### src/rtl/uart_config_sequencer.sv
// Master-side UART configuration sequencer: sends four config packets through the TX FIFO, awaiting an ack for each.
// Optional UART_CFG_SANITIZE_EN replaces reserved parity/stop options with 2'b00 and flags cfg_error_o.
module uart_config_sequencer #(
    parameter int unsigned TIMEOUT_CYCLES = 2_500_000,
    parameter int unsigned MAX_RETRY      = 3,
    parameter logic [7:0]  ACKN_PKT       = 8'hA5,
    parameter logic [3:0]  DATA_WIDTH_ID  = 4'h1,
    parameter logic [3:0]  PARITY_MODE_ID = 4'h2,
    parameter logic [3:0]  STOP_BITS_ID   = 4'h3,
    parameter logic [3:0]  END_CONFIG_ID  = 4'hF
) (
    input  logic       clk_i,
    input  logic       rst_n_i,
    input  logic       start_i,
    input  logic [1:0] cfg_data_width_i,
    input  logic [1:0] cfg_parity_mode_i,
    input  logic [1:0] cfg_stop_bits_i,
    input  logic       tx_fifo_full_i,
    output logic       tx_fifo_write_o,
    output logic [7:0] tx_data_o,
    input  logic       rx_fifo_empty_i,
    input  logic [7:0] rx_data_i,
    output logic       rx_fifo_read_o,
    output logic       busy_o,
    output logic       data_stream_mode_o,
    output logic       done_o,
    output logic       fail_o,
    output logic [1:0] retry_cnt_o,
    output logic       cfg_error_o
);

    localparam int unsigned        TIMER_W     = $clog2(TIMEOUT_CYCLES);
    localparam logic [TIMER_W-1:0] TIMER_LAST  = TIMER_W'(TIMEOUT_CYCLES - 1);
    localparam logic [1:0]         RETRY_LIMIT = 2'(MAX_RETRY);
    localparam logic [1:0]         LAST_IDX    = 2'd3;

    typedef enum logic [2:0] {
        IDLE,
        SEND,
        WAIT_ACK,
        DONE,
        FAIL
    } state_t;

    state_t             state;
    logic [1:0]         idx;
    logic [1:0]         retry;
    logic [TIMER_W-1:0] timer;

    logic [1:0] opt_width;
    logic [1:0] opt_parity;
    logic [1:0] opt_stop;

    logic [1:0] parity_clean;
    logic [1:0] stop_clean;
    logic       illegal_opt;

`ifdef UART_CFG_SANITIZE_EN
    always_comb begin
        parity_clean = cfg_parity_mode_i;
        stop_clean   = cfg_stop_bits_i;
        illegal_opt  = 1'b0;
        if (cfg_parity_mode_i == 2'b11) begin
            parity_clean = 2'b00;
            illegal_opt  = 1'b1;
        end
        if (cfg_stop_bits_i == 2'b11) begin
            stop_clean  = 2'b00;
            illegal_opt = 1'b1;
        end
    end
`else
    always_comb begin
        parity_clean = cfg_parity_mode_i;
        stop_clean   = cfg_stop_bits_i;
        illegal_opt  = 1'b0;
    end
`endif

    function automatic logic [7:0] packet_byte(input logic [1:0] sel, input logic [1:0] width,
                                               input logic [1:0] parity, input logic [1:0] stop);
        case (sel)
            2'd0:    return {DATA_WIDTH_ID, 2'b00, width};
            2'd1:    return {PARITY_MODE_ID, 2'b00, parity};
            2'd2:    return {STOP_BITS_ID, 2'b00, stop};
            default: return {END_CONFIG_ID, 4'b0000};
        endcase
    endfunction

    // Options are pure data: captured on the accepted start, never reset.
    always_ff @(posedge clk_i) begin
        if (state == IDLE && start_i) begin
            opt_width  <= cfg_data_width_i;
            opt_parity <= parity_clean;
            opt_stop   <= stop_clean;
        end
    end

    always_ff @(posedge clk_i or negedge rst_n_i) begin
        if (!rst_n_i) begin
            state           <= IDLE;
            idx             <= 2'd0;
            retry           <= 2'd0;
            timer           <= '0;
            tx_fifo_write_o <= 1'b0;
            tx_data_o       <= 8'h00;
            busy_o          <= 1'b0;
            done_o          <= 1'b0;
            fail_o          <= 1'b0;
            cfg_error_o     <= 1'b0;
        end else begin
            tx_fifo_write_o <= 1'b0;
            done_o          <= 1'b0;
            fail_o          <= 1'b0;
            cfg_error_o     <= 1'b0;
            case (state)
                IDLE: begin
                    if (start_i) begin
                        state       <= SEND;
                        idx         <= 2'd0;
                        retry       <= 2'd0;
                        busy_o      <= 1'b1;
                        cfg_error_o <= illegal_opt;
                    end
                end
                SEND: begin
                    if (!tx_fifo_full_i) begin
                        tx_fifo_write_o <= 1'b1;
                        tx_data_o       <= packet_byte(idx, opt_width, opt_parity, opt_stop);
                        timer           <= '0;
                        state           <= WAIT_ACK;
                    end
                end
                WAIT_ACK: begin
                    // A byte present in the timeout cycle wins over the timeout.
                    if (!rx_fifo_empty_i) begin
                        if (rx_data_i == ACKN_PKT) begin
                            if (idx == LAST_IDX) begin
                                state  <= DONE;
                                done_o <= 1'b1;
                            end else begin
                                idx   <= idx + 2'd1;
                                retry <= 2'd0;
                                state <= SEND;
                            end
                        end else begin
                            state  <= FAIL;
                            fail_o <= 1'b1;
                        end
                    end else if (timer == TIMER_LAST) begin
                        if (retry == RETRY_LIMIT) begin
                            state  <= FAIL;
                            fail_o <= 1'b1;
                        end else begin
                            retry <= retry + 2'd1;
                            state <= SEND;
                        end
                    end else if (!tx_fifo_write_o) begin
                        // The strobe cycle is not counted: the wait starts once the byte sits in the FIFO.
                        timer <= timer + 1'b1;
                    end
                end
                DONE, FAIL: begin
                    state  <= IDLE;
                    busy_o <= 1'b0;
                end
                default: state <= IDLE;
            endcase
        end
    end

    assign rx_fifo_read_o     = (state == WAIT_ACK) && !rx_fifo_empty_i;
    assign data_stream_mode_o = busy_o;
    assign retry_cnt_o        = retry;

endmodule

### config.mk
export PLATFORM = sky130hd
export DESIGN_NAME = uart_config_sequencer
export DESIGN_NICKNAME = d
export VERILOG_FILES = /design/src/rtl/uart_config_sequencer.sv
export SDC_FILE = /design/constraint.sdc
export NUM_CORES = 1
export LEC_CHECK = 0
export ABC_AREA = 1
export CAP_MARGIN = 40
export CELL_PAD_IN_SITES_DETAIL_PLACEMENT = 1
export CELL_PAD_IN_SITES_GLOBAL_PLACEMENT = 1
export CORE_AREA = 2 2 85 87
export DETAILED_ROUTE_END_ITERATION = 6
export DIE_AREA = 0 0 87 89
export PLACE_DENSITY_LB_ADDON = 0.1
export SLEW_MARGIN = 40
export SYNTH_ARGS = -nofsm -noshare
export SYNTH_HDL_FRONTEND = slang
export SYNTH_SLANG_ARGS = --single-unit
### constraint.sdc
create_clock -name clk_i -period 2 [get_ports clk_i]
set_input_delay 0.5 -clock clk_i [delete_from_list [all_inputs] [get_ports clk_i]]
set_output_delay 0.5 -clock clk_i [all_outputs]
set_load 0.005 [all_outputs]
==> impl_metrics.tcl <==
set metrics [dict create \
    rsz0062_at_grt "false" \
    post_synth_num_cell_types 33 \
    setup.worst_path.end_class "output pin" \
    root_buffer "clkbuf_8" \
    slew_violations 0 \
    routedWlPerCell_um 14.1 \
    coreArea_um2 6720 \
    final_core_util 0.483 \
    p_sw_w 0.00124 \
    syn_to_final_growth_pct 21.4 \
    power_density_nw_per_um2 990 \
    first_global_vias 2552 \
    synthCells 373 \
    synth_seq_area_share 0.423 \
    design_area_um2 3240 \
    p_int_w 0.00197 \
    setup_violations 0 \
    drc 0 \
    grt.total_usage 0.195 \
    cts.clk_slew.worst_paths_ns 0.09 \
    yosys_warnings 0 \
    seqPwrFrac 0.363 \
    io_buffers 32 \
    clkLatencyLatePin_ns 0.31 \
    drv_cap 0 \
    first_pass_iters 4 \
    ys_ff_latch 44 \
    cp.arrival_ns 1.35 \
    place_area_um2 3120 \
    dr.first_iter.drc_count 152 \
    totalWireLength_mm 6.98 \
    cp_max_fo 2 \
    p_sw_frac 0.387 \
    drive_gt1_frac 0.0865 \
    clock_path_buffers 2 \
    grt-ovfl-total 0 \
    cts_tree "done" \
    hold_viol_final 0 \
    post_drt_via_cell_ratio 4.95 \
    ioPinCount 36 \
    p_leak_nw 1.51 \
    fmax_ghz 0.542 \
    fin_crit_ns 1.85 \
    wl_met3_um 226 \
    vdd_drop_max_uv 454 \
    clkPwrFrac 0.221 \
    crit_required_ns 1.50 \
    post-route-period-util 0.923 \
    m1WireLength_mm 3.47 \
    worstSetupPathType "in2out" \
    rows 30 \
    status "complete, no violations" \
    hold_class "in2async" \
    dieHeight_um 89 \
    dp_hpwl_mm 5.17 \
    start_util 0.398 \
    antenna_found_initial 0 \
    diodes 0 \
    grt_pass1_wl_mm 11.9 \
    die_area_um2 7740 \
    tns_ns 0 \
    wl_met2_mm 3.21 \
    syn_area_um2 2670 \
    routed.top_layer "met4" \
    gp_congestion 0.830 \
    grt_max_degree 24 \
    finClkSkew_ns 0.00677 \
    numCtsBuffers 5 \
    vias 2454 \
    cts_max_level 2 \
    nNetsFinal 441 \
    cts.sinks 44 \
    holdBufCountCts 0 \
    cp-start-kind "input pin" \
    antenna_left 0 \
    die_x_um 87 \
    syn_avg_cell_area_um2 7.17 \
    combPwrFrac 0.416 \
]
[kinds of logic after synthesis]
logic type      Yosys count  share of synthesized area
compound gates           19                     0.0445
flops                    44                      0.423
buf+inv                  48                     0.0824
xor+xnor                  9                     0.0295
fa+ha+maj                 7                     0.0328
other cells               1                    0.00140
simple gates            245                      0.386
[registers in the layout (all words and copies together) (netlist names)]
signal	flops
opt_stop	2
fail_o	1
state	3
timer	22
opt_width	2
opt_parity	2
tx_data_o	5
done_o	1
tx_fifo_write_o	1
busy_o	1
idx	2
retry_cnt_o	2
[worst max-delay path, stage by stage]
cell and delay, ns:
clkdlybuf4s50_1 0.53, nor2_2 0.06, dlygate4sd2_1 0.26
[synthesized netlist by cell type (all sizes together)]
cell,number,share of area
edfxtp,6,0.067
nor2,61,0.091
nand4,11,0.026
o21ai,9,0.017
a22o,2,0.0066
xor2,5,0.016
a211oi,1,0.0028
xnor2,4,0.013
ha,7,0.033
or2,3,0.0070
nand2,148,0.22
a21oi,6,0.015
o21a,1,0.0028
dfrtp,38,0.36
buf,11,0.029
conb,1,0.0014
nand3b,1,0.0028
nor3,2,0.0037
nand3,18,0.034
nor3b,1,0.0028
inv,37,0.053
[routing by layer]
| metal | up-vias | GRT usage |
|---|---|---|
| met5 | - | 0 |
| li1 | 1229 | - |
| met3 | 6 | 0.0332 |
| met4 | 0 | 0.0469 |
| met2 | 41 | 0.329 |
| met1 | 1178 | 0.263 |
[repair_timing]
action	CTS	global route
resized for setup	2	0
buffers inserted	1	0
setup endpoints to repair	1	0
[area by class of cell]
cell class                 count  area [µm²]
fill                         868        3470
multi-input combinational    283        1330
sequential                    44        1130
timing repair buffer          44         429
inverter                      37         141
tap                           80         100
clock buffer                   5        68.8
clock inverter                 3        42.5
[power groups by stage]
stage / registers [W] / logic (W) / clock network [W]
6_report: 0.00117 / 0.00134 / 0.000708
5_1_grt: 0.00119 / 0.00148 / 0.000757
4_1_cts: 0.00117 / 0.00135 / 0.000731
3_5_place_dp: 0.00119 / 0.00135 / 0
3_3_place_gp: 0.00118 / 0.00131 / 0
2_1_floorplan: 0.00117 / 0.000818 / 0
[layout by cell type (no fill, tap or decap), drive strengths merged]
| cell type | n |
|---|---|
| a211oi | 1 |
| a21oi | 6 |
| a22o | 2 |
| buf | 13 |
| bufinv | 1 |
| clkbuf | 5 |
| clkdlybuf4s50 | 30 |
| clkinv | 2 |
| conb | 3 |
| dfrtp | 38 |
| dlygate4sd2 | 1 |
| edfxtp | 6 |
| ha | 7 |
| inv | 37 |
| nand2 | 148 |
| nand3 | 18 |
| nand3b | 1 |
| nand4 | 11 |
| nor2 | 61 |
| nor3 | 2 |
| nor3b | 1 |
| o21a | 1 |
| o21ai | 9 |
| or2 | 3 |
| xnor2 | 4 |
| xor2 | 5 |
[stage by stage]
| stage | hold WS (ns) | setup WS, ns | total power [W] | instances |
|---|---|---|---|---|
| 2_1_floorplan | 0.204 | 0.402 | 0.00199 | 375 |
| 3_3_place_gp | 0.462 | -0.180 | 0.00249 | 487 |
| 3_5_place_dp | 0.467 | -0.160 | 0.00253 | 487 |
| 4_1_cts | 0.131 | 0.154 | 0.00325 | 496 |
| 5_1_grt | 0.138 | 0.0186 | 0.00343 | 496 |
| 6_report | 0.109 | 0.155 | 0.00321 | 496 |
[worst paths after layout]
kind | start | end | slack (ns) | cells past startpoint
hold reg to reg | tx_data_o[5]$_DFFE_PN0P_ | tx_data_o[5]$_DFFE_PN0P_ | 0.51 | 2
min in group clk_i | tx_data_o[5]$_DFFE_PN0P_ | tx_data_o[5]$_DFFE_PN0P_ | 0.51 | 2
setup / recovery | rx_fifo_empty_i | rx_fifo_read_o | 0.15 | 3
max in group asynchronous | rst_n_i | timer[6]$_DFFE_PN0P_ | 1.42 | 2
hold / removal | rst_n_i | done_o$_DFF_PN0_ | 0.11 | 1
setup reg to reg | state[0]$_DFFE_PN0P_ | timer[6]$_DFFE_PN0P_ | 0.19 | 10
No activity file was read; power rests on OpenSTA's default activity.
==> variant: new RTL, config.mk and constraints unchanged <==
Add a define of `UART_CFG_SANITIZE_EN`.
--- a/src/rtl/uart_config_sequencer.sv
+++ b/src/rtl/uart_config_sequencer.sv
@@ -1,4 +1,6 @@
 // Master-side UART configuration sequencer: sends four config packets through the TX FIFO, awaiting an ack for each.
 // Optional UART_CFG_SANITIZE_EN replaces reserved parity/stop options with 2'b00 and flags cfg_error_o.
+`define UART_CFG_SANITIZE_EN
+
 module uart_config_sequencer #(
     parameter int unsigned TIMEOUT_CYCLES = 2_500_000,
Check against the original RTL: not equivalent (a bounded check fails within 4 cycles, from zero or initial values and one cycle with rst_n_i low).
==> variant against the unedited design <==
  * Via count up 3.6%
  * Sequential cell count up 1
  * Cell count up 2.6%
  * Maximum frequency up 2.3%
  * Critical path depth up 8
  * Power up 2.9%
  * Area after synthesis up 4.2%
  * Combinational power up 11%
  * Worst hold slack better by 0.028 ns
  * Setup slack better by 0.042 ns
  * Count of clock-buffer cells in the layout unchanged
  * Routed wire length up 3.9%
  * First-iteration DRC count down 45%
  * Design area up 4.4%
==> variant: results (changes against the unedited design) <==
stage	metric	value	unit	change
run_status	status	finished clean		
yosys	top cells by area, synth	dfrtp_1 (35%), nand2_1 (17%), nor2_1 (7.0%)		
layout	antenna fix cells	0		unchanged
critical_path	crit path max fanout	6		+4
yosys	top_reg_cell synth	dfrtp_1		
route	Routed WL	7.246	mm	+3.9%
grt	Remaining Overflow, GRT	0		unchanged
route	post-DR vias/cell	4.994		+0.94%
grt	vias in the first global route	2738		+7.3%
yosys	Post-synth EDFFs	6		unchanged
route	via count	2542		+3.6%
clock_tree	CTS Buffer Depth	2		unchanged
placed_design	Cell Area, Placed	3266	sq um	+4.5%
clock_tree	Num CTS Buffers	5		unchanged
route	Initial DRC Count	84		-45%
power	static leakage	0.001577	uW	+4.5%
clock_tree	H-tree depth	2		unchanged
critical_path	CP Launch Type	register		
layout	nets@finish	454		+2.9%
layout	share of cells above drive strength 1	10.49	%	+1.8 points
sta	skew final	0.01422	ns	+0.007453 ns
route	DRT Pass-1 Iters	4		unchanged
yosys	Post-Syn Instances	380		+1.9%
clock_tree	clock root buffer	clkbuf_8		
placed_design	Routability Congestion	0.8414		+1.4%
placed_design	port bufs	33		+3.1%
clock_tree	Reg clk slew, reported paths	0.10	ns	
clock_tree	worst-skew pair later-pin latency	0.31	ns	about the same
yosys	Seq/Total Area, Yosys	41.51	%	-0.81 points
placed_design	post-DP HPWL	5.716	mm	+11%
placed_design	Inst Count DP	499		+2.5%
layout	top flop regs	timer (22), tx_data_o (5), state (3)		
grt	GRT Total Usage	20.33	%	+0.78 points
grt	pin count of the biggest net entering global routing	23		-4.2%
critical_path	crit path DAT	1.99	ns	+0.64 ns
yosys	asr flop ratio synth	86.67	%	+0.30 points
power	Peak VDD IR	618.4	uV	+36%
grt	global-route wire length before repair	12.43	mm	+4.3%
worst_hold_path	worst hold path type	primary input to asynchronous set/reset pin		
grt	initial antenna violation count	0		unchanged
yosys	Synth cell types	38		+15%
yosys	Synth Warn #	0		unchanged
yosys	top cells by count, synth	nand2_1 (129), nor2_1 (52), dfrtp_1 (39), inv_1 (33), nand3_1 (31)		
layout	filler cell count	861		-0.81%
critical_path	Worst Reg2Reg Path Length in Cells	11		+1
-- variant: final cells by class --
cell class                      instances  area (sq um)  area share [%]
Clock buffer                            5         68.82           2.032
Clock inverter                          3         21.27          0.6280
Inverter                               37         141.4           4.174
Multi-Input combinational cell        290          1439           42.48
Sequential cell                        45          1157           34.17
Tap cell                               80         100.1           2.955
Timing Repair Buffer                   49         459.2           13.56
-- variant: final timing paths --
check | from | endpoint | slack, ns
max | timer[0]$_DFFE_PN0P_ | timer[10]$_DFFE_PN0P_ | 0.20
max reg2reg | timer[0]$_DFFE_PN0P_ | timer[10]$_DFFE_PN0P_ | 0.20
min in group clk_i | tx_data_o[1]$_DFFE_PN0P_ | tx_data_o[1]$_DFFE_PN0P_ | 0.50
max in group asynchronous | rst_n_i | timer[1]$_DFFE_PN0P_ | 1.30
min reg2reg | tx_data_o[1]$_DFFE_PN0P_ | tx_data_o[1]$_DFFE_PN0P_ | 0.50
min | rst_n_i | timer[19]$_DFFE_PN0P_ | 0.14
-- variant: repair_timing --
action / in CTS / in global routing
endpoints found under the setup margin: 1 / 25
gates resized for setup: 2 / 5
buffers inserted: 2 / 0
-- variant: worst max-delay path, cell delays in order, from the launching register on --
cell and delay (ns):
dfrtp_1 0.44, ha_2 0.30, inv_2 0.06, nor2_2 0.12, nand2_1 0.07, nor2_2 0.09
nand2_2 0.09, nand2_4 0.10, nand2_4 0.09, buf_4 0.18, nand3_1 0.08, nand2_1 0.05
-- variant: power breakdown --
group	internal, uW	switching, uW
Clock	249	350
Sequential	1090	123
Combinational	611	878
Total	1950	1350
-- variant: cell families (layout without fill, tap and decap cells) --
group	after synthesis	count (layout)	synth area share (%)
xor+xnor	9	9	2.830
compound gates	24	24	5.077
fa+ha+maj	7	7	3.145
other cells	1	2	0.1346
simple gates	248	248	39.85
flops	45	45	41.51
buf+inv	46	94	7.457
-- variant: through the flow --
stage	TNS (ns)	total power [uW]	setup WS, ns
floorplan	0	2128	0.3821
CTS	0	3327	0.003682
global route	0	3553	0.03036
global placement	-0.1144	2632	-0.1144
finish	0	3305	0.1967
detailed placement	-0.1628	2692	-0.09949
-- variant: routing by layer --
layer	global-route usage [%]	up-vias	routed length [um]
met3	3.232	10	146
met5	0	-	0
met1	24.15	1200	3153
li1	-	1297	-
met2	38.17	35	3855
met4	5.114	0	90
